<file path="config.mk">
export PLATFORM = sky130hd
export DESIGN_NAME = detector_jogada
export DESIGN_NICKNAME = d
export VERILOG_FILES = /design/src/rtl/jogo_pkg.sv /design/src/rtl/sincronizador_2ff.sv /design/src/rtl/detector_jogada.sv
export SDC_FILE = /design/constraint.sdc
export NUM_CORES = 1
export LEC_CHECK = 0
export ABC_AREA = 1
export BUFFER_PORTS_ARGS = -buffer_cell sky130_fd_sc_hd__buf_4
export CORE_MARGIN = 1.5
export CORE_UTILIZATION = 30
export DETAILED_ROUTE_END_ITERATION = 10
export PLACE_DENSITY = 0.51
export SETUP_SLACK_MARGIN = 0.2
export SYNTH_ARGS = -nofsm -noshare
export SYNTH_HDL_FRONTEND = slang
export SYNTH_SLANG_ARGS = --single-unit
</file>
<file path="constraint.sdc">
create_clock -name clock -period 1.2 [get_ports clock]
set_input_delay 0.18 -clock clock [delete_from_list [all_inputs] [get_ports clock]]
set_output_delay 0.18 -clock clock [all_outputs]
set_load 0.05 [all_outputs]
</file>
<file path="src/rtl/jogo_pkg.sv">
`default_nettype none
// +--------------------------------------------------------------------+
// | jogo_pkg: shared types, state codes and helpers for the game input |
// | Revision: 1.0                                                      |
// +--------------------------------------------------------------------+
package jogo_pkg;

    localparam int N_CHAVES_PADRAO = 4;
    localparam int LARGURA_MAX     = 32;

    typedef enum logic [2:0] {
        ESPERA      = 3'd0,
        CONTA_PRESS = 3'd1,
        PRESSIONADO = 3'd2,
        CONTA_SOLTA = 3'd3
    } estado_t;

    // Exactly one bit set; callers zero-extend narrower vectors.
    function automatic logic eh_one_hot(input logic [LARGURA_MAX-1:0] vec);
        return (vec != '0) && ((vec & (vec - 32'd1)) == '0);
    endfunction

endpackage
`default_nettype wire

</file>
<file path="src/rtl/sincronizador_2ff.sv">
`default_nettype none
// +--------------------------------------------------------------------+
// | sincronizador_2ff: two-flop synchroniser for asynchronous levels   |
// | Revision: 1.0                                                      |
// +--------------------------------------------------------------------+
module sincronizador_2ff #(
    parameter int LARGURA = 4
) (
    input  logic               clock,
    input  logic               reset,
    input  logic [LARGURA-1:0] d,
    output logic [LARGURA-1:0] q
);

    logic [LARGURA-1:0] sync1_q;
    logic [LARGURA-1:0] sync2_q;

    always_ff @(posedge clock or negedge reset) begin
        if (!reset) begin
            sync1_q <= '0;
            sync2_q <= '0;
        end else begin
            sync1_q <= d;
            sync2_q <= sync1_q;
        end
    end

    assign q = sync2_q;

endmodule
`default_nettype wire

</file>
<file path="src/rtl/detector_jogada.sv">
`default_nettype none
// +--------------------------------------------------------------------+
// | detector_jogada: debounces the button vector and reports one play  |
// | pulse per physical press, flagging non-one-hot presses.            |
// | Revision: 1.0                                                      |
// +--------------------------------------------------------------------+
module detector_jogada
    import jogo_pkg::*;
#(
    parameter int N_CHAVES        = N_CHAVES_PADRAO,
    parameter int DEBOUNCE_CICLOS = 2
) (
    input  logic                clock,
    input  logic                reset,
    input  logic                habilita,
    input  logic                limpa,
    input  logic [N_CHAVES-1:0] chaves,
    output logic                jogada_feita,
    output logic                jogada_invalida,
    output logic [N_CHAVES-1:0] jogada,
    output logic                db_tem_jogada,
    output logic [2:0]          db_estado
);

    localparam int               CNT_W   = $clog2(DEBOUNCE_CICLOS + 1);
    localparam logic [CNT_W-1:0] CNT_FIM = CNT_W'(DEBOUNCE_CICLOS - 1);
    localparam logic [CNT_W-1:0] CNT_UM  = CNT_W'(1);

    logic [N_CHAVES-1:0] chaves_s;

    estado_t             estado_q,   estado_d;
    logic [CNT_W-1:0]    cnt_q,      cnt_d;
    logic [N_CHAVES-1:0] amostra_q,  amostra_d;
    logic [N_CHAVES-1:0] jogada_q,   jogada_d;
    logic                feita_q,    feita_d;
    logic                invalida_q, invalida_d;
    logic                aceita;
    logic                amostra_oh;

    sincronizador_2ff #(
        .LARGURA (N_CHAVES)
    ) u_sync (
        .clock (clock),
        .reset (reset),
        .d     (chaves),
        .q     (chaves_s)
    );

    assign amostra_oh = eh_one_hot(LARGURA_MAX'(amostra_q));

    always_comb begin
        estado_d   = estado_q;
        cnt_d      = cnt_q;
        amostra_d  = amostra_q;
        jogada_d   = jogada_q;
        feita_d    = 1'b0;
        invalida_d = 1'b0;
        aceita     = 1'b0;

        case (estado_q)
            ESPERA: begin
                if (chaves_s != '0) begin
                    amostra_d = chaves_s;
                    cnt_d     = '0;
                    estado_d  = CONTA_PRESS;
                end
            end
            CONTA_PRESS: begin
                if (chaves_s == '0) begin
                    cnt_d    = '0;
                    estado_d = ESPERA;
                end else if (chaves_s != amostra_q) begin
                    amostra_d = chaves_s;
                    cnt_d     = '0;
                end else if (cnt_q == CNT_FIM) begin
                    aceita   = 1'b1;
                    cnt_d    = '0;
                    estado_d = PRESSIONADO;
                end else begin
                    cnt_d = cnt_q + CNT_UM;
                end
            end
            PRESSIONADO: begin
                // Changes while held are ignored until every key is released.
                if (chaves_s == '0) begin
                    cnt_d    = '0;
                    estado_d = CONTA_SOLTA;
                end
            end
            CONTA_SOLTA: begin
                if (chaves_s != '0) begin
                    cnt_d    = '0;
                    estado_d = PRESSIONADO;
                end else if (cnt_q == CNT_FIM) begin
                    cnt_d    = '0;
                    estado_d = ESPERA;
                end else begin
                    cnt_d = cnt_q + CNT_UM;
                end
            end
            default: begin
                cnt_d    = '0;
                estado_d = ESPERA;
            end
        endcase

        // A valid accept takes priority over a simultaneous clear.
        if (aceita && habilita && amostra_oh) begin
            jogada_d = amostra_q;
            feita_d  = 1'b1;
        end else begin
            if (aceita && habilita) begin
                invalida_d = 1'b1;
            end
            if (limpa) begin
                jogada_d = '0;
            end
        end
    end

    always_ff @(posedge clock or negedge reset) begin
        if (!reset) begin
            estado_q   <= ESPERA;
            cnt_q      <= '0;
            amostra_q  <= '0;
            jogada_q   <= '0;
            feita_q    <= 1'b0;
            invalida_q <= 1'b0;
        end else begin
            estado_q   <= estado_d;
            cnt_q      <= cnt_d;
            amostra_q  <= amostra_d;
            jogada_q   <= jogada_d;
            feita_q    <= feita_d;
            invalida_q <= invalida_d;
        end
    end

    assign jogada_feita    = feita_q;
    assign jogada_invalida = invalida_q;
    assign jogada          = jogada_q;
    assign db_tem_jogada   = |chaves_s;
    assign db_estado       = estado_q;

endmodule
`default_nettype wire

</file>
==> flow_summary.ini, run 1 <==
[global_route]
grtUsageTotal_pct = 12.3
grt_max_degree = 23
antenna_found_initial = 0
grt_overflow = 0
grt_pass1_wl_um = 4070
grt_pass1_vias = 990

[drt]
route.detailed.drc = 0
post_drt_wl_per_cell_um = 10.2
drt.antenna.violating_nets = 0
wirelength_um = 2400
vias = 1014
post_drt_via_cell_ratio = 4.31
drt-initial-drc-count = 11
drt_pass1_iterations = 4

[timing]
skew_ns = 0.00418
fmax_mhz = 744
hold_violations = 0
post-route-min-period_ns = 1.34
whs_ns = 0.0180
fin_crit_sh_pct = 112
setup_viol_count_final = 13
rsz0062_at_grt = true
worst_slack_ns = -0.145
drv_slew = 0

[die]
fp.dieW_um = 65.2
die_area_um2 = 4250
start_util_pct = 31.4
rows = 22
core_um2 = 3690
ioPinCount = 18
die_height_um = 65.2

[yosys]
synth_cells = 143
syn_area_per_cell_um2 = 8.11
synth_area_um2 = 1160
yosys_warnings = 0
synth_cell_types = 20
ys_seq_elements = 22
yosysSeqAreaShare_pct = 47.5
syn_nets = 151

[hold_path]
hold_depth = 1
hp-class = primary input to flop

[cells_and_area]
design_area_um2 = 1800
layout_common_cells = nand2_1, buf_4, dfrtp_1
layout.nets = 196
final_common_cell = nand2_1
drive_gt1_share_pct = 52.9
n_antenna_cell = 0
area_growth_pct = 54.9
final_cells = 235

[cts]
htreeDepth = 1
cts.sinks = 22
cts_root_buffer = clkbuf_8
clockBufferDepth = 2
worstSkewPairLatency_ns = 0.26
cts_buffers = 3
path_clk_slew_ns = 0.08
cts_tree = built

[critical_path]
r2r_cells = 8
path_class = flop to flop
cp-end-kind = flop
worstPathMaxFanout = 3
start_kind = flop
required_ns = 1.36
arrival_ns = 1.50

[outcome]
status = complete, but fails checks
violations = setup timing

[placed_design]
place_inst = 216
place_hpwl_um = 1730
gp_congestion = 0.822
numPortBuffers = 16
place_area_um2 = 1410

[power_and_ir_drop]
powerDensity_nw_per_um2 = 2080
p_leak_nw = 0.917
p_total_mw = 3.73
max-vdd-ir-drop_mv = 0.955

[run]
drv_cap = 0
kinds of logic after synthesis:
logic type	count (synthesis)	synth area share (%)
AOI/OAI and AO/OA	2	1.83
xor gates and xnor gates	1	0.755
buffers and inverters	25	9.38
DFF	22	47.5
other	1	0.323
and+or+nand+nor	92	40.2
routing by layer:
metal / track usage [%] / up-vias / routed length, µm
li1: - / 524 / -
met1: 13.1 / 463 / 1010
met5: 0 / - / 0
met3: 3.60 / 5 / 96
met4: 3.13 / 0 / 27
met2: 23.6 / 22 / 1270
power by group:
part / internal (mW) / leakage [nW] / switching, mW
clock network: 0.446 / 0.0357 / 0.237
logic: 0.840 / 0.611 / 1.10
registers: 0.889 / 0.270 / 0.220
cells in the mapped netlist:
| cell | count | share of area [%] |
|---|---|---|
| buf_6 | 1 | 0.97 |
| nor2_2 | 1 | 0.54 |
| nand2_4 | 1 | 0.97 |
| nor2_1 | 8 | 2.6 |
| nand2_1 | 45 | 15 |
| inv_1 | 19 | 6.1 |
| xnor2_1 | 1 | 0.76 |
| nand3_1 | 16 | 6.9 |
| inv_2 | 3 | 0.97 |
| a21oi_4 | 1 | 1.4 |
| nand4_1 | 4 | 2.2 |
| dfrtp_1 | 22 | 47 |
| nor2_4 | 5 | 4.9 |
| nand3_2 | 4 | 3.5 |
| nand2_2 | 6 | 3.2 |
| and2_1 | 1 | 0.54 |
| nor3_1 | 1 | 0.43 |
| o21ai_0 | 1 | 0.43 |
| conb_1 | 1 | 0.32 |
| buf_4 | 2 | 1.3 |
per-stage QoR:
stage               setup WS (ns)  TNS (ns)  utilization (%)
CTS                        -0.144     -1.30             45.4
global route               -0.210     -2.28             48.7
detailed placement         -0.119     -1.03             38.3
finish                     -0.145     -1.08             48.7
global placement          -0.0837    -0.854             38.3
floorplan                 -0.0851    -0.435                -
registers in the layout, summed over array words and instances, names as in the netlist, named ones only:
name / count
jogada: 4
jogada_feita: 1
db_estado: 1
u_sync.q: 4
jogada_invalida: 1
u_sync.sync1_q: 4
cnt_q: 2
amostra_q: 4
worst paths after layout:
check                                  start                         end  slack [ns]
min reg2reg                u_sync.sync1_q[3]                 u_sync.q[3]        0.35
min                                chaves[2]           u_sync.sync1_q[2]        0.02
max in group asynchronous              reset  asynchronous set/reset pin        0.62
max                              u_sync.q[2]                db_estado[0]       -0.14
max reg2reg                      u_sync.q[2]                db_estado[0]       -0.14
min in group asynchronous              reset                    cnt_q[1]        0.34
cell type report:
type                            instances  area, µm²
Fill cell                             362       1890
Multi-Input combinational cell         96        614
Sequential cell                        22        558
Timing Repair Buffer                   43        408
Inverter                               22       85.1
Tap cell                               48       60.1
Clock buffer                            3       41.3
Clock inverter                          1       30.0
worst max-delay path: stages, from the launching register on:
cell     delay, ns
dfrtp_1       0.41
buf_6         0.13
nand2_2       0.08
nand2_4       0.07
nor2_4        0.16
nand2_4       0.09
nand2_2       0.09
nand3_2       0.08
and2_4        0.13
what timing repair did:
action	4_1_cts	5_1_grt
pin swaps	4	20
hold buffers	1	3
setup buffers	10	1
endpoints found under the setup margin	23	23
endpoints found under the hold margin	22	3
gates cloned	0	0
gates resized for setup	26	30
Power figures use the tool's default switching activity.
==> run 2, diff against run 1 <==
--- a/config.mk
+++ b/config.mk
@@ -10,8 +10,9 @@
 export CORE_MARGIN = 1.5
 export CORE_UTILIZATION = 30
 export DETAILED_ROUTE_END_ITERATION = 10
-export PLACE_DENSITY = 0.51
+export PLACE_DENSITY = 0.52
 export SETUP_SLACK_MARGIN = 0.2
 export SYNTH_ARGS = -nofsm -noshare
 export SYNTH_HDL_FRONTEND = slang
+export SYNTH_HIERARCHICAL = 1
 export SYNTH_SLANG_ARGS = --single-unit
==> run 2 against run 1 <==
  * The run still ends with setup timing left
  * Sequential share of layout area increased by 0.72 points
  * Global-route usage increased by 1.8 points
  * Clock skew increased by 0.0051 ns
  * Total power decreased by 8.4%
  * Setup slack got worse by 0.0059 ns
  * Die area decreased by 6.2%
  * Sequential power about the same
  * Critical endpoint is now amostra_q[2]
  * Largest cell class unchanged
  * Largest power group unchanged
==> flow_summary.ini, run 2 <==
[die]
rows = 21
core_um2 = 3390
die_area_um2 = 3990
ioPinCount = 18
fp.dieW_um = 63.1
start_util_pct = 32.0
die_height_um = 63.1

[cells_and_area]
area_growth_pct = 63.0
fillers = 312
layout.nets = 193
layout_common_cells = nand2_1, buf_4, nand2_2
drive_gt1_share_pct = 56.5
n_antenna_cell = 0
final_common_cell = nand2_1

[global_route]
antenna_found_initial = 0
grt_overflow = 0
grt_pass1_vias = 1035
grt_pass1_wl_um = 4400
grt_max_degree = 23
grtUsageTotal_pct = 14.1

[placed_design]
numPortBuffers = 16
place_hpwl_um = 1550
gp_congestion = 0.800

[yosys]
synth_fa_ha_area_share_pct = 0
synth_edf_count = 0
synth_area_um2 = 1080
syn_area_per_cell_um2 = 8.10
syn_nets = 142
synth_cells = 134
yosysSeqAreaShare_pct = 50.7
ys_seq_elements = 22
synth_top_family_by_area = simple AND/OR/NAND/NOR gates
yosys.area_share.xor_xnor_pct = 2.42
yosysMostFrequentCell = nand2_1
synthMuxAreaShare_pct = 0
yosys_warnings = 6
synth_area_leaders = dfrtp_1, nand2_1, nand3_1
synth_top_area_cell = dfrtp_1
synth_cell_types = 22
ys_async_sr_fraction_pct = 100
yosys.area_share.simple_pct = 34.7
synthTopCellsByCount = nand2_1, dfrtp_1, nand3_1
synth_top_area_share_pct = 50.7
yosys_most_used_dff = dfrtp_1
synth_compound_area_share_pct = 3.92

[hold_path]
hp-class = primary input to flop

[drt]
drt.antenna.violating_nets = 0
wirelength_um = 2450
drt-initial-drc-count = 28
vias = 1003
post_drt_via_cell_ratio = 4.36
route.detailed.drc = 0
post_drt_wl_per_cell_um = 10.7
drt_pass1_iterations = 4

[critical_path]
path_class = flop to flop
required_ns = 1.45
start_kind = flop
r2r_setup_slack_ns = -0.15
worstPathMaxFanout = 5
arrival_ns = 1.60
cp-end-kind = flop

[cts]
cts_root_buffer = clkbuf_4
cts_tree = built
path_clk_slew_ns = 0.12
cts_buffers = 3
cts.sinks = 22
worstSkewPairLatency_ns = 0.31
htreeDepth = 1
clockBufferDepth = 2

[timing]
skew_ns = 0.00932
whs_ns = 0.166
hold_violations = 0
drv_slew = 0
rsz0062_at_grt = true
worst_slack_ns = -0.151
fin_crit_sh_pct = 113
setup_viol_count_final = 15
fmax_mhz = 740
post-route-min-period_ns = 1.35

[outcome]
status = complete, but fails checks
violations = setup timing

[power_and_ir_drop]
p_leak_nw = 0.885
p_total_mw = 3.42
powerDensity_nw_per_um2 = 1930
max-vdd-ir-drop_mv = 0.855

[run]
drv_cap = 0
run 2: layer usage:
metal | track usage, % | wire length (µm)
met5 | 0 | 0
met4 | 3.61 | 23
met3 | 3.75 | 94
met2 | 26.5 | 1300
met1 | 15.6 | 1040
run 2: power by group:
part / total, mW / internal, mW / switching (mW)
combinational: 1.91 / 0.869 / 1.04
clock: 0.406 / 0.185 / 0.221
sequential: 1.10 / 0.889 / 0.214
run 2: path summary, 6_finish.rpt:
check                                   from      endpoint  depth (start not counted)
setup / recovery                 u_sync/q[3]  amostra_q[2]                          8
setup reg to reg                 u_sync/q[3]  amostra_q[2]                          8
min in group asynchronous              reset     jogada[0]                          2
hold / removal                         limpa     jogada[3]                          4
max in group asynchronous              reset   u_sync/q[3]                          2
hold reg to reg            u_sync/sync1_q[1]   u_sync/q[1]                          0
run 2: cell type report:
type	count	area (µm²)	area share, %
clock buffer	4	36.3	2.05
tap	46	57.6	3.26
multi-input combinational	91	599	33.9
sequential	22	562	31.8
timing repair buffer	49	444	25.1
inverter	18	68.8	3.89
run 2: metrics by stage:
| step | util, % | TNS, ns | worst slack [ns] | instances | cell area, µm² |
|---|---|---|---|---|---|
| after floorplan | - | -0.173 | -0.0369 | 134 | 1140 |
| after global placement | 39.5 | -0.830 | -0.0897 | 200 | 1340 |
| after detailed placement | 39.5 | -0.894 | -0.112 | 200 | 1340 |
| after CTS | 49.2 | -1.46 | -0.152 | 225 | 1670 |
| after global routing | 52.2 | -2.86 | -0.225 | 230 | 1770 |
| final | 52.2 | -1.68 | -0.151 | 230 | 1770 |
run 2: critical path: stages (launching register included):
cell and delay, ns:
dfrtp_2 0.45, buf_6 0.14, xnor2_2 0.15, nand2_2 0.08
nor2_4 0.17, nand2_4 0.10, nand2_4 0.10, nand2_2 0.06
nand2_2 0.05
run 2: kinds of logic after synthesis:
| kind of cell | count (synthesis) |
|---|---|
| other cells | 1 |
| compound gates | 5 |
| xor+xnor | 3 |
| buf+inv | 21 |
| flops | 22 |
| simple gates | 82 |
run 2: repair_timing:
| item | 4_1_cts | 5_1_grt |
|---|---|---|
| setup buffers | 16 | 5 |
| endpoints found under the setup margin | 23 | 23 |
| gates resized for setup | 31 | 22 |
| pin swaps | 14 | 10 |
| hold buffers | 5 | 0 |
| hold endpoints to repair | 26 | 0 |
